--- src/rtl/alu_reservation_station.sv ---
// ---------------------------------------------------------------------------
// alu_reservation_station
//   Reservation station sitting directly upstream of the ALU. Issued ALU ops
//   wait here until both source operands are valid. The CDB is snooped every
//   cycle to wake pending operands by ROB tag. At most one ready entry per
//   cycle (lowest index first) is dispatched into the ALU.
//
// Ports
//   clk_in, rst_in (async, active-low), rdy_in (global freeze when low)
//   _clear        flush all entries (mispredict)
//   _stall        blocks issue accept and dispatch; CDB snooping continues
//   _iss_*        issue request from the decoder (op, rob id, two operands
//                 each given either as a value or as a pending producer tag)
//   _rs_full      all entries occupied
//   _cdb_*        common data bus broadcast (tag + value)
//   _alu_full     ALU cannot take an op this cycle
//   _alu_*        registered dispatch port into the ALU
// ---------------------------------------------------------------------------
module alu_reservation_station #(
    parameter int DEPTH = 8,
    parameter int ROB_W = 5,
    parameter int OP_W  = 4
) (
    input  logic             clk_in,
    input  logic             rst_in,
    input  logic             rdy_in,
    input  logic             _clear,
    input  logic             _stall,
    input  logic             _iss_valid,
    input  logic [OP_W-1:0]  _iss_op,
    input  logic [ROB_W-1:0] _iss_rob_id,
    input  logic             _iss_qj_busy,
    input  logic [ROB_W-1:0] _iss_qj,
    input  logic [31:0]      _iss_vj,
    input  logic             _iss_qk_busy,
    input  logic [ROB_W-1:0] _iss_qk,
    input  logic [31:0]      _iss_vk,
    output logic             _rs_full,
    input  logic             _cdb_ready,
    input  logic [ROB_W-1:0] _cdb_rob_id,
    input  logic [31:0]      _cdb_value,
    input  logic             _alu_full,
    output logic             _alu_ready,
    output logic [OP_W-1:0]  _alu_op,
    output logic [ROB_W-1:0] _alu_rob_id,
    output logic [31:0]      _alu_vj,
    output logic [31:0]      _alu_vk
);

    localparam int IDX_W = (DEPTH > 1) ? $clog2(DEPTH) : 1;

    logic [DEPTH-1:0] valid;
    logic [DEPTH-1:0] qj_busy;
    logic [DEPTH-1:0] qk_busy;
    logic [OP_W-1:0]  op     [DEPTH];
    logic [ROB_W-1:0] rob_id [DEPTH];
    logic [ROB_W-1:0] qj     [DEPTH];
    logic [ROB_W-1:0] qk     [DEPTH];
    logic [31:0]      vj     [DEPTH];
    logic [31:0]      vk     [DEPTH];

    logic [DEPTH-1:0] ready;
    logic [IDX_W-1:0] free_idx;
    logic [IDX_W-1:0] disp_idx;
    logic             issue_go;
    logic             disp_go;
    logic             fwd_j;
    logic             fwd_k;

    // Readiness looks at registered state only, so a CDB wake-up this cycle
    // becomes dispatchable on the following edge.
    assign ready    = valid & ~qj_busy & ~qk_busy;
    assign _rs_full = &valid;
    assign issue_go = _iss_valid && !_rs_full && !_stall;
    assign disp_go  = !_stall && !_alu_full && (|ready);

    // A producer broadcasting in the same cycle as the issue would otherwise
    // be missed: the new entry is not yet valid for the snoop loop.
    assign fwd_j = _iss_qj_busy && _cdb_ready && (_cdb_rob_id == _iss_qj);
    assign fwd_k = _iss_qk_busy && _cdb_ready && (_cdb_rob_id == _iss_qk);

    // Lowest-index priority encoders for allocation and dispatch.
    always_comb begin
        free_idx = '0;
        disp_idx = '0;
        for (int i = DEPTH - 1; i >= 0; i--) begin
            if (!valid[i]) free_idx = IDX_W'(i);
            if (ready[i])  disp_idx = IDX_W'(i);
        end
    end

    always_ff @(posedge clk_in or negedge rst_in) begin
        if (!rst_in) begin
            valid       <= '0;
            qj_busy     <= '0;
            qk_busy     <= '0;
            for (int i = 0; i < DEPTH; i++) begin
                op[i]     <= '0;
                rob_id[i] <= '0;
                qj[i]     <= '0;
                qk[i]     <= '0;
                vj[i]     <= '0;
                vk[i]     <= '0;
            end
            _alu_ready  <= 1'b0;
            _alu_op     <= '0;
            _alu_rob_id <= '0;
            _alu_vj     <= '0;
            _alu_vk     <= '0;
        end else if (rdy_in) begin
            if (_clear) begin
                valid      <= '0;
                _alu_ready <= 1'b0;
            end else begin
                // CDB wake-up of pending operands in occupied entries
                for (int i = 0; i < DEPTH; i++) begin
                    if (valid[i] && _cdb_ready) begin
                        if (qj_busy[i] && (qj[i] == _cdb_rob_id)) begin
                            vj[i]      <= _cdb_value;
                            qj_busy[i] <= 1'b0;
                        end
                        if (qk_busy[i] && (qk[i] == _cdb_rob_id)) begin
                            vk[i]      <= _cdb_value;
                            qk_busy[i] <= 1'b0;
                        end
                    end
                end

                // Dispatch: the dispatched entry is valid, the allocated one
                // is free, so the two never collide on the same index.
                if (disp_go) begin
                    _alu_ready        <= 1'b1;
                    _alu_op           <= op[disp_idx];
                    _alu_rob_id       <= rob_id[disp_idx];
                    _alu_vj           <= vj[disp_idx];
                    _alu_vk           <= vk[disp_idx];
                    valid[disp_idx]   <= 1'b0;
                end else begin
                    _alu_ready        <= 1'b0;
                end

                if (issue_go) begin
                    valid[free_idx]   <= 1'b1;
                    op[free_idx]      <= _iss_op;
                    rob_id[free_idx]  <= _iss_rob_id;
                    qj[free_idx]      <= _iss_qj;
                    qk[free_idx]      <= _iss_qk;
                    qj_busy[free_idx] <= _iss_qj_busy && !fwd_j;
                    qk_busy[free_idx] <= _iss_qk_busy && !fwd_k;
                    vj[free_idx]      <= fwd_j ? _cdb_value : _iss_vj;
                    vk[free_idx]      <= fwd_k ? _cdb_value : _iss_vk;
                end
            end
        end
    end

endmodule

--- config.mk ---
export PLATFORM = sky130hd
export DESIGN_NAME = alu_reservation_station
export DESIGN_NICKNAME = d
export VERILOG_FILES = /design/src/rtl/alu_reservation_station.sv
export SDC_FILE = /design/constraint.sdc
export NUM_CORES = 2
export LEC_CHECK = 0
export ABC_AREA = 0
export CAP_MARGIN = 20
export CORE_MARGIN = 1.5
export CORE_UTILIZATION = 40
export CTS_BUF_LIST = sky130_fd_sc_hd__clkbuf_4 sky130_fd_sc_hd__clkbuf_8
export DETAILED_ROUTE_END_ITERATION = 8
export PLACE_DENSITY = 0.66
export SLEW_MARGIN = 10
export SYNTH_ARGS = -nofsm -noshare
export SYNTH_HDL_FRONTEND = slang
export SYNTH_SLANG_ARGS = --single-unit
--- constraint.sdc ---
create_clock -name clk_in -period 6.7 [get_ports clk_in]
set_input_delay 0.67 -clock clk_in [delete_from_list [all_inputs] [get_ports clk_in]]
set_output_delay 0.67 -clock clk_in [all_outputs]
set_load 0.1 [all_outputs]
==> impl_metrics.py <==
metrics = {
    "clock_tree": {
        "cts-buffers-inserted": 132,
        "cts_resized": 0,
        "clkTransAtPathRegs_ns": 0.06,
        "tritoncts": "done",
        "htree_levels": 4,
        "clockBufferDepth": 3,
        "cts_root_buffer": "clkbuf_8",
        "insertion_delay_ns": 0.82,
        "cts_sinks": 762,
    },
    "logic_synthesis": {
        "synth_compound_area_frac": 0.233,
        "synth_top_family_by_area": "compound AO/OA/AOI/OAI gates",
        "synth-seq-cells": 762,
        "synth_simple_gate_area_frac": 0.137,
        "ys_seq_area_frac": 0.491,
        "syn_area_um2": 38800,
        "synth_nets": 4049,
        "synth-edff-count": 0,
        "synthAdderAreaFrac": 0,
        "yosysWarnings": 0,
        "synth-xor-area-share": 0.0203,
        "synthCells": 3919,
        "synth_mux_area_frac": 0.0682,
        "yosys_most_used_dff": "dfrtp_1",
        "syn_avg_cell_area_um2": 9.91,
        "ys_async_sr_fraction": 1.00,
        "ys_types": 63,
    },
    "outcome": {
        "failed_checks": "design-rule violations",
        "status": "complete, but fails checks",
    },
    "floorplanning": {
        "die_area_um2": 99000,
        "ios": 205,
        "die_w_um": 315,
        "core_area_um2": 96400,
        "die_height_um": 315,
        "start_util": 0.403,
        "rows": 114,
    },
    "worst_setup_path": {
        "rrSetupSlack_ns": 2.50,
        "rr_startpoint": "valid[0]",
        "arrival_ns": 3.86,
        "cp_max_fo": 12,
        "reg2reg_depth": 8,
        "end_kind": "primary output",
        "max_stage_delay_ns": 1.29,
        "start_kind": "flop",
        "critPathKind": "reg -> out",
        "worstPathCellList": "nand4_2, nor3_1, clkdlybuf4s50_1",
        "setup.worst_path.start": "valid[0]",
        "timing.rr.end": "_alu_rob_id[2]",
        "crit_slowest_cell": "clkdlybuf4s50_1",
        "critical_path_required_ns": 6.03,
    },
    "global_route": {
        "first_global_vias": 36600,
        "antenna_found_initial": 6,
        "grt_pass1_wl_um": 240000,
        "grt_max_degree": 182,
        "globalRouteOverflowTotal": 0,
        "track_usage": 0.324,
    },
    "route": {
        "drt_first_pass_iters": 9,
        "wl_per_cell_um": 30.5,
        "drtAntennaViolNets": 0,
        "drtIter0Drc": 5508,
        "drc": 13,
        "vias": 36500,
        "routed_via_density": 6.83,
        "drt_wl_total_um": 163000,
    },
    "final_layout": {
        "fillers": 9070,
        "area_growth_pct": 15.5,
        "fin_nets": 4097,
        "layout_common_cells": "dfrtp_1, nand2_1, nor2_1",
        "drive_gt1_frac": 0.172,
        "layout_commonest_cell": "dfrtp_1",
    },
    "timing": {
        "maxSlewViolCount": 0,
        "finalSetupViolCount": 0,
        "hold_viol": 0,
        "setup_tns_ns": 0,
        "fin_crit_ns": 4.53,
        "slew_headroom": 0.186,
        "rsz0062_at_grt": "no",
        "max_freq_mhz": 221,
        "period_share": 0.676,
        "final.setup_skew_ns": 0.0402,
        "worst_pin_slew_ns": 1.22,
    },
    "power_and_ir_drop": {
        "switching_share": 0.347,
        "combPwrFrac": 0.229,
        "p_leak_nw": 19.6,
        "clock_power_share": 0.345,
        "p_int_mw": 8.44,
        "seqPwrFrac": 0.425,
        "finalPower_mw": 12.9,
        "ir_drop_mv": 0.155,
        "switchingPower_mw": 4.49,
        "p_per_area_nw_per_um2": 288,
    },
    "worst_hold_path": {
        "hp-class": "reg -> reg",
        "min_path_cells": 2,
        "holdCritStartpoint": "_alu_op[3]",
        "min_to": "_alu_op[3]",
    },
    "placed_design": {
        "port_buffers": 204,
        "hpwlAfterDp_um": 94300,
        "gp_congestion": 0.901,
    },
    "job": {
        "cap_violations": 0,
    },
}
Yosys cell counts, types with 30 or more instances:
cell type	n	area, µm²
a2111oi_0	53	464
a21oi_1	188	941
a221oi_1	152	1330
a222oi_1	65	651
a22o_1	30	263
a2bb2oi_1	152	1330
a31oi_1	34	213
and3_1	56	350
buf_1	42	158
buf_2	60	300
clkbuf_1	298	1120
dfrtp_1	762	19100
inv_1	70	263
mux2_2	181	2040
mux2i_1	61	611
nand2_1	369	1390
nand3_1	219	1100
nor2_1	283	1060
nor3_1	116	581
nor3b_1	45	338
o21ai_0	45	225
o221a_2	79	890
o22ai_1	215	1350
o2bb2ai_1	34	298
o31ai_1	68	510
xnor2_1	38	333
xor2_1	52	455
power groups by stage:
stage                     clock network, mW  logic [mW]  registers (mW)
after floorplan                           0        1.01            6.46
after global placement                    0        2.90            5.55
after detailed placement                  0        2.93            5.55
after CTS                              4.48        2.94            5.48
after global routing                   4.66        3.11            5.54
final                                  4.47        2.97            5.50
per-stage QoR:
stage | util | instances | hold slack [ns] | area [µm²] | setup slack (ns)
2_1_floorplan | - | 3919 | 0.374 | 38800 | 2.45
3_5_place_dp | 0.437 | 5103 | 0.464 | 42100 | 2.20
5_1_grt | 0.465 | 5341 | 0.501 | 44900 | 2.19
3_3_place_gp | 0.436 | 5102 | 0.460 | 42100 | 2.30
6_report | 0.465 | 5341 | 0.472 | 44900 | 2.17
4_1_cts | 0.465 | 5333 | 0.478 | 44800 | 2.17
worst max-delay path by stage:
| stage | slack (ns) | endpoint |
|---|---|---|
| final | 2.17 | _rs_full |
| after global routing | 2.19 | _rs_full |
| after CTS | 2.17 | _rs_full |
| after floorplan | 2.45 | rob_id[30] |
| after global placement | 2.30 | vj[244] |
| after detailed placement | 2.20 | vj[230] |
layer usage:
layer,wire length (µm),track usage
met2,70200,0.478
met1,61800,0.417
met4,8310,0.168
met3,22600,0.116
met5,32,0
timing repair:
action / in CTS / in global routing
setup endpoints to repair: 0 / 0
setup buffers: 0 / 0
hold buffers: 1 / 0
endpoints found under the hold margin: 63 / 0
area by class of cell:
type                    count  area [µm²]  area share
flip-flops and latches    762       19100       0.425
well taps                1276        1600      0.0356
repair buffers            328        3100      0.0690
inverters                  70         263     0.00586
diodes                      3        7.51    0.000167
clock buffers             211        2580      0.0575
multi-input cells        2673       18100       0.404
clock inverters            18         124     0.00276
cells by family after synthesis:
logic type             count (synthesis)
AO/OA/AOI/OAI                       1177
AND/OR/NAND/NOR                     1164
buffers and inverters                484
multiplexers                         242
XOR/XNOR                              90
flip-flops                           762
critical path, delay by kind of cell (launching register included):
family | cells | cell delay (ns)
simple gates | 2 | 1.12
flops | 1 | 0.64
buf+inv | 1 | 1.29
state kept, by name, indices dropped and copies added (netlist names), 32 cells and up:
name / flops
vj: 256
qj: 40
vk: 256
qk: 40
op: 32
_alu_vk: 32
rob_id: 40
_alu_vj: 32
Note: power is estimated with default switching activity, not from simulation.
